===== src/rtl/muldiv_sequencer_pkg.sv =====
// Shared constants and state encoding for the iterative signed multiply/divide sequencer.
package muldiv_sequencer_pkg;
  localparam int DATA_W = 32;
  localparam int ITER_N = 32;
  localparam int CNT_W  = 6;

  typedef enum logic [2:0] {
    S_IDLE = 3'd0,
    S_MULT = 3'd1,
    S_DIV  = 3'd2,
    S_FIX  = 3'd3,
    S_DONE = 3'd4,
    S_DZ   = 3'd5
  } state_t;
endpackage


===== src/rtl/muldiv_iter_counter.sv =====
// Loadable 6-bit down counter; last flags the final iteration (count == 1).
module muldiv_iter_counter
  import muldiv_sequencer_pkg::*;
(
  input  logic             clk,
  input  logic             reset,
  input  logic             load,
  input  logic             dec,
  input  logic [CNT_W-1:0] load_val,
  output logic             last
);
  logic [CNT_W-1:0] count;

  always_ff @(posedge clk or negedge reset) begin
    if (!reset) begin
      count <= '0;
    end else if (load) begin
      count <= load_val;
    end else if (dec && (count != '0)) begin
      count <= count - CNT_W'(1);
    end
  end

  assign last = (count == CNT_W'(1));
endmodule


===== src/rtl/muldiv_sequencer.sv =====
// Sequential signed 32x32 multiply and 32/32 divide on operand magnitudes,
// with a single sign-fix cycle before results are published on Hi/Lo.
module muldiv_sequencer
  import muldiv_sequencer_pkg::*;
(
  input  logic              clk,
  input  logic              reset,
  input  logic              mult,
  input  logic              div,
  input  logic [DATA_W-1:0] A,
  input  logic [DATA_W-1:0] B,
  output logic [DATA_W-1:0] Hi,
  output logic [DATA_W-1:0] Lo,
  output logic              busy,
  output logic              done,
  output logic              dzero
);
  state_t                  state;
  logic [2*DATA_W-1:0]     acc;
  logic [DATA_W-1:0]       mcand;
  logic                    sign_a, sign_b;
  logic                    start_mul, start_div, start_dz, iter_last;
  logic [DATA_W:0]         mul_sum;
  logic [2*DATA_W-1:0]     mul_next, div_next, prod_fix;
  logic                    div_ge;
  logic [DATA_W-1:0]       div_rem, fix_hi, fix_lo;
  logic                    op_mul;

  function automatic logic [DATA_W-1:0] mag(input logic signed [DATA_W-1:0] x);
    return x[DATA_W-1] ? $unsigned(-x) : $unsigned(x);
  endfunction

  assign start_mul = (state == S_IDLE) && mult;
  assign start_div = (state == S_IDLE) && div && !mult && (B != '0);
  assign start_dz  = (state == S_IDLE) && div && !mult && (B == '0);

  muldiv_iter_counter u_cnt (
    .clk      (clk),
    .reset    (reset),
    .load     (start_mul || start_div),
    .dec      ((state == S_MULT) || (state == S_DIV)),
    .load_val (CNT_W'(ITER_N)),
    .last     (iter_last)
  );

  // Shift-add: conditionally add multiplicand to the upper half, then shift right.
  assign mul_sum  = {1'b0, acc[2*DATA_W-1:DATA_W]} + (acc[0] ? {1'b0, mcand} : '0);
  assign mul_next = {mul_sum, acc[DATA_W-1:1]};

  // Restoring division: {rem, quotient} shifts left, quotient bit set when trial fits.
  assign div_ge   = (acc[2*DATA_W-1:DATA_W-1] >= {1'b0, mcand});
  assign div_rem  = acc[2*DATA_W-2:DATA_W-1] - mcand;
  assign div_next = div_ge ? {div_rem, acc[DATA_W-2:0], 1'b1} : {acc[2*DATA_W-2:0], 1'b0};

  assign prod_fix = (sign_a ^ sign_b) ? (~acc + 64'd1) : acc;
  assign fix_hi   = op_mul ? prod_fix[2*DATA_W-1:DATA_W]
                           : (sign_a ? (~acc[2*DATA_W-1:DATA_W] + 32'd1) : acc[2*DATA_W-1:DATA_W]);
  assign fix_lo   = op_mul ? prod_fix[DATA_W-1:0]
                           : ((sign_a ^ sign_b) ? (~acc[DATA_W-1:0] + 32'd1) : acc[DATA_W-1:0]);

  // Operand capture and iteration datapath
  always_ff @(posedge clk) begin
    if (start_mul || start_div) begin
      op_mul <= start_mul;
      sign_a <= A[DATA_W-1];
      sign_b <= B[DATA_W-1];
      mcand  <= start_mul ? mag(A) : mag(B);
      acc    <= {{DATA_W{1'b0}}, (start_mul ? mag(B) : mag(A))};
    end else if (state == S_MULT) begin
      acc <= mul_next;
    end else if (state == S_DIV) begin
      acc <= div_next;
    end
  end

  // Control FSM with registered flags and result registers
  always_ff @(posedge clk or negedge reset) begin
    if (!reset) begin
      state <= S_IDLE;
      busy  <= 1'b0;
      done  <= 1'b0;
      dzero <= 1'b0;
      Hi    <= '0;
      Lo    <= '0;
    end else begin
      done  <= 1'b0;
      dzero <= 1'b0;
      unique case (state)
        S_IDLE: begin
          if (start_mul) begin
            state <= S_MULT;
            busy  <= 1'b1;
          end else if (start_div) begin
            state <= S_DIV;
            busy  <= 1'b1;
          end else if (start_dz) begin
            state <= S_DZ;
            busy  <= 1'b1;
            dzero <= 1'b1;
          end
        end
        S_MULT, S_DIV: begin
          if (iter_last) state <= S_FIX;
        end
        S_FIX: begin
          Hi    <= fix_hi;
          Lo    <= fix_lo;
          done  <= 1'b1;
          state <= S_DONE;
        end
        S_DONE, S_DZ: begin
          busy  <= 1'b0;
          state <= S_IDLE;
        end
        default: begin
          busy  <= 1'b0;
          state <= S_IDLE;
        end
      endcase
    end
  end
endmodule


===== config.mk =====
export PLATFORM = sky130hd
export DESIGN_NAME = muldiv_sequencer
export DESIGN_NICKNAME = d
export VERILOG_FILES = /design/src/rtl/muldiv_sequencer_pkg.sv /design/src/rtl/muldiv_iter_counter.sv /design/src/rtl/muldiv_sequencer.sv
export SDC_FILE = /design/constraint.sdc
export NUM_CORES = 1
export LEC_CHECK = 0
export ABC_AREA = 1
export CAP_MARGIN = 30
export CORE_AREA = 10 10 240 242
export DETAILED_ROUTE_END_ITERATION = 10
export DIE_AREA = 0 0 250 252
export PLACE_DENSITY = 0.61
export SYNTH_ARGS = -nofsm -noshare
export SYNTH_HDL_FRONTEND = slang
export SYNTH_HIERARCHICAL = 1
export SYNTH_SLANG_ARGS = --single-unit

===== constraint.sdc =====
create_clock -name clk -period 6.45 [get_ports clk]
set_clock_uncertainty 0.2 [all_clocks]
set_input_delay 1.29 -clock clk [delete_from_list [all_inputs] [get_ports clk]]
set_output_delay 1.29 -clock clk [all_outputs]
set_load 0.05 [all_outputs]

==> After elaboration in Yosys (flattened, before gate mapping) <==
Index checks and enable logic that the tools add are counted.
{ "op_classes": {"mux": 30, "n_bitwise": 5, "n_reduce_logical": 20, "eq_ne": 6, "n_shift": 0, "add_sub_neg": 8, "div_mod_pow": 0, "multipliers": 0, "magnitude_cmp": 1} }
{ "op_table": {"columns": ["operator", "count"], "rows": [
  ["$mux W32", 10],
  ["$mux W64", 4],
  ["$add A32 B1 Y32 const B", 2],
  ["$add A64 B1 Y64 const B", 1],
  ["$neg A32 Y32", 2],
  ["$not A32 Y32", 2],
  ["$not A64 Y64", 1],
  ["$add A32 B32 Y33", 1],
  ["$ge A33 B32 Y1", 1],
  ["$logic_not A32 Y1", 1],
  ["$reduce_bool A32 Y1", 1],
  ["$sub A32 B32 Y32", 1],
  ["$mux W3", 4],
  ["$mux W6", 2],
  ["$pmux W3 S3", 1],
  ["$mux W1", 8],
  ["$eq A3 B2 Y1 const B", 2],
  ["$eq A6 B1 Y1 const B", 1],
  ["$logic_and A1 B1 Y1", 6],
  ["$reduce_bool A6 Y1", 1],
  ["$sub A6 B1 Y6 const B", 1],
  ["$ne A4 B4 Y1 const B", 1],
  ["$reduce_and A2 Y1", 2],
  ["$reduce_bool A2 Y1", 2],
  ["other kinds (11)", 12]
]} }
{ "word_totals": {"latch_bits": 0, "ff_bits": 175, "n_memories": 0, "inputBits": 68, "mem_bits_ro": 0, "ram_bits": 0} }

==> Logic depth before layout (Yosys ltp) <==
{ "depth": {"ltp_word": 8, "depth_mapped": 19, "ltp_nobuf": 18} }

==> Modules after synthesis <==
The synthesis kept the hierarchy.
{ "by_module_without_submodules": {"columns": ["mod", "area_each_um2", "n_inst", "seq_area_each_um2", "cells_per_inst"], "rows": [
  ["muldiv_sequencer", 16754.8, 1, 4404.2, 2785],
  ["muldiv_iter_counter", 451.7, 1, 150.1, 58]
]} }

==> Worst setup path before layout <==
No wires, ideal clock.
{ "synth_path": {"path_type": "input port to flip-flop", "startpoint": "in B[0]", "endpoint": "reg u_cnt.count[3]", "path_buffers": 3, "setup_ns": 0.117, "arrival_time_ns": 3.285, "path_stages": 18, "path_slack_ns": 2.849, "cell_sequence": "inv_1 ha_1 nand3_1 inv_1 nand2_1 nor2_4 nand2_2 nor2_4 nand2_2 nand2_4 nand2_4 buf_6 buf_6 buf_4 inv_2 or2_2 nand3_2 nand2_1"} }
{ "synth_via": {"elab_chain_len": 4, "word_cells_on_any_way": 5, "classes_between": "mux (1); reduce/logical (4)"} }
{ "synth_rtl": {"columns": ["element", "line", "source"], "rows": [
  ["start, declared", "muldiv_sequencer.sv:11", "input logic [DATA_W-1:0] B,"],
  ["$reduce_bool A32 Y1 (*)", "muldiv_sequencer.sv:34", "assign start_div = (state == S_IDLE) && div && !mult && (B != '0);"],
  ["$logic_and A1 B1 Y1 (*)", "muldiv_sequencer.sv:34", null],
  ["$logic_or A1 B1 Y1 (*)", "muldiv_sequencer.sv:40", ".load (start_mul || start_div),"],
  ["$mux W6 or $reduce_bool A2 Y1 (tied branches)", null, null],
  ["end signal, assigned", "muldiv_iter_counter.sv:18", "count <= load_val;"],
  ["end signal, assigned", "muldiv_iter_counter.sv:20", "count <= count - CNT_W'(1);"],
  ["end, declared", "muldiv_iter_counter.sv:12", "logic [CNT_W-1:0] count;"]
]} }
Mark *: on every way between the ends. The rest lies on a longest branch, timed or not.
A chain may end at the register's enable or synchronous reset.

==> Final worst setup path <==
{ "layout_path": {"startpoint": "in B[0]", "endpoint": "reg acc[0] (enable)"} }
{ "layout_via": {"elab_chain_len": 4} }
{ "layout_rtl": {"columns": ["element", "line", "source"], "rows": [
  ["$reduce_bool A32 Y1", "muldiv_sequencer.sv:34", null],
  ["$logic_and A1 B1 Y1", "muldiv_sequencer.sv:34", null],
  ["$logic_or A1 B1 Y1", "muldiv_sequencer.sv:63", "if (start_mul || start_div) begin"],
  ["$reduce_bool A3 Y1 (no source line)", null, null],
  ["end signal, assigned", "muldiv_sequencer.sv:68", "acc <= {{DATA_W{1'b0}}, (start_mul ? mag(B) : mag(A))};"],
  ["end signal, assigned", "muldiv_sequencer.sv:70", "acc <= mul_next;"],
  ["end signal, assigned", "muldiv_sequencer.sv:72", "acc <= div_next;"],
  ["end, declared", "muldiv_sequencer.sv:19", "logic [2*DATA_W-1:0] acc;"]
]} }
No other way between the ends.

==> flow_summary.json <==
{
  "critPathRequiredTime_ns": 6.45,
  "area_growth_pct": 14.8,
  "crit_start": "B[0]",
  "worstRegToRegCells": 9,
  "fmax_mhz": 213,
  "whs_path_depth": 2,
  "hpwl_mm": 54.6,
  "vias": 18435,
  "post_cts_buffers": 0,
  "boundaryPins": 135,
  "clk_pin_slew_ns": 0.08,
  "syn_avg_cell_area_sq_um": 6.05,
  "route.detailed.drc": 0,
  "power_density_mw_per_mm2": 585,
  "cts_buffers": 17,
  "gp_congestion": 1.00,
  "grt_antenna_before_repair": 0,
  "power.leakage_uw": 0.00991,
  "rsz0062_at_grt": "no",
  "fin_crit_ns": 4.70,
  "clkSinkCount": 175,
  "synth_cell_types": 56,
  "rr_startpoint": "state[2]$_DFFE_PN0P_",
  "wl_mm": 67.4,
  "hold_buffers": 0,
  "yosysTopAreaCell": "nand2_1",
  "routedWlPerCell_microns": 18.6,
  "fill_cells": 5819,
  "slew_violations": 0,
  "fp.coreArea_sq_mm": 0.0524,
  "grt_max_degree": 82,
  "setup_viol": 0,
  "drive_gt1_frac": 0.0340,
  "synthArstFlopShare": 0.434,
  "min_from": "Hi[30]$_DFFE_PN0P_",
  "period_share": 0.729,
  "grt_pass1_vias": 17604,
  "worstHoldPathType": "reg2reg",
  "ys_seq_elements": 175,
  "cts_resized": 0,
  "syn_inst": 2843,
  "finalSetupTns_ns": 0,
  "yosysWarnings": 6,
  "start_util": 0.328,
  "synthFlopType": "dfrtp_1",
  "yosysTopAreaCellShare": 0.213,
  "grt_pass1_wl_mm": 102,
  "antenna_cells": 0,
  "grt.total_usage": 0.207,
  "ys_seq_area_frac": 0.265,
  "cp-end-kind": "flip-flop",
  "cp.arrival_ns": 4.70,
  "dpl_worst_slack_ns": 1.25,
  "synth.cell_area_sq_mm": 0.0172,
  "dieArea_sq_mm": 0.0630,
  "path_max_fanout": 44,
  "cts_root_buf": "clkbuf_16",
  "io_buffer_count": 134,
  "crit_type": "in2reg",
  "viasPerCell": 5.08,
  "hold_violations": 0,
  "clk_path_buf_depth": 2,
  "startpoint_type": "primary input",
  "status": "complete, no violations",
  "die_w_microns": 250,
  "synthTopCellsByArea": "nand2_1 21%, edfxtp_1 12%, dfrtp_1 11%",
  "tightestPinTransition_ns": 0.958,
  "synth_edf_count": 67,
  "rows": 84,
  "vdd_ir_drop_max_mv": 0.323,
  "ant_nets": 0,
  "max_slew_margin": 0.361,
  "die-height_microns": 252,
  "fin_ws_ns": 1.75,
  "h-tree-depth": 4,
  "cap_violations": 0,
  "tritoncts": "done",
  "clock_latency_ns": 0.48,
  "nets": 3070,
  "drtIter0Drc": 1660,
  "gr-total-overflow": 0,
  "dr.pass1.iters": 6
}
flip-flops by register name, indices dropped and copies added, names as in the netlist:
register     cells
state            3
op_mul           1
done             1
sign_b           1
busy             1
Lo              32
mcand           32
Hi              32
u_cnt/count      6
dzero            1
sign_a           1
acc             64
layout make-up:
cell class              instances  area, sq um  area share
clock buffers                  17          425      0.0215
clock inverters                15          175     0.00887
inverters                     399         1500      0.0758
multi-input cells            2187        10800       0.546
flip-flops and latches        175         4550       0.231
well taps                     688          861      0.0436
repair buffers                149         1450      0.0735
final timing paths:
check,slack (ns),to
worst max-delay path,1.75,acc[0]$_DFFE_PP_
worst min-delay path,0.28,Hi[30]$_DFFE_PN0P_
worst max register to register,2.74,acc[0]$_DFFE_PP_
worst min register to register,0.28,Hi[30]$_DFFE_PN0P_
max in group asynchronous,4.48,Hi[12]$_DFFE_PN0P_
min in group asynchronous,0.48,busy$_DFFE_PN0P_
routing by layer:
layer  track usage  share of wire  wire [microns]  vias up
li1              -              -               -     9219
met1         0.255           0.43           29000     8486
met2         0.356           0.48           32100      636
met3        0.0369          0.061            4100       94
met4        0.0737          0.034            2290        0
met5             0              0               0        -
worst max-delay path: stages:
cell and delay [ns]:
clkdlybuf4s50_1 0.45, inv_1 0.09, ha_1 0.17, nand3_1 0.15
inv_1 0.09, nand2_1 0.12, nor2_4 0.12, nand2_2 0.08
nor2_4 0.10, nand2_2 0.07, nand2_4 0.14, nand2_4 0.32
nor2_2 0.70, inv_1 0.42, buf_4 0.36
cell families after synthesis:
family,after synthesis,synth area share
adder cells (fa/ha/maj),73,0.0540
XOR/XNOR,119,0.0606
other,2,0.000436
flip-flops,175,0.265
buffers and inverters,485,0.111
AND/OR/NAND/NOR,1603,0.385
AO/OA/AOI/OAI,386,0.124
power breakdown:
group | internal, uW | total [uW] | leakage [uW] | switching, uW
clock network | 529 | 1090 | 0.000292 | 564
logic | 2440 | 7920 | 0.00777 | 5480
registers | 1830 | 2540 | 0.00185 | 710
total | 4800 | 11600 | 0.00991 | 6750
placed cells by master (no fill, tap or decap), types with 30 or more instances in the layout:
master	netlist	routed
nand2_1	978	978
inv_1	394	392
nor2_1	283	281
nand3_1	234	234
o21ai_0	190	190
clkdlybuf4s50_1	0	133
a21oi_1	107	107
xor2_1	96	96
dfrtp_1	76	76
ha_1	71	71
edfxtp_1	67	67
dfxtp_1	32	32
nand4_1	31	31
o211ai_1	30	30
stage by stage:
stage | hold WS (ns) | power, uW | cells | utilization | area (sq um)
after floorplan | 0.272 | 7840 | 2847 | - | 17200
after CTS | 0.288 | 11500 | 3630 | 0.377 | 19800
after global placement | 0.266 | 10400 | 3598 | 0.365 | 19200
after global routing | 0.305 | 12500 | 3630 | 0.377 | 19800
after detailed placement | 0.271 | 10400 | 3598 | 0.365 | 19200
final | 0.281 | 11600 | 3630 | 0.377 | 19800
cells in the mapped netlist, types with 3 or more instances:
master / count
nor4_1: 9
o21a_1: 3
nand3_1: 234
nor2_2: 9
a31oi_1: 10
o21ai_2: 4
clkbuf_1: 58
nand4_1: 31
buf_1: 4
nand2_1: 978
nor3_2: 3
dfrtp_1: 76
nand3b_1: 3
o211ai_1: 30
nand2_2: 3
nor3_1: 22
buf_6: 6
and2_1: 3
ha_1: 71
nor2_4: 3
xor2_1: 96
inv_2: 5
nor2_1: 283
o21bai_1: 8
buf_4: 7
nand3_2: 3
xnor2_1: 23
a21o_1: 9
o21ai_1: 10
dfxtp_1: 32
buf_2: 11
a21oi_2: 3
or2_2: 5
o21ai_0: 190
nand2_4: 5
a21oi_1: 107
edfxtp_1: 67
inv_1: 394
Note: power is estimated with default switching activity, not from simulation.
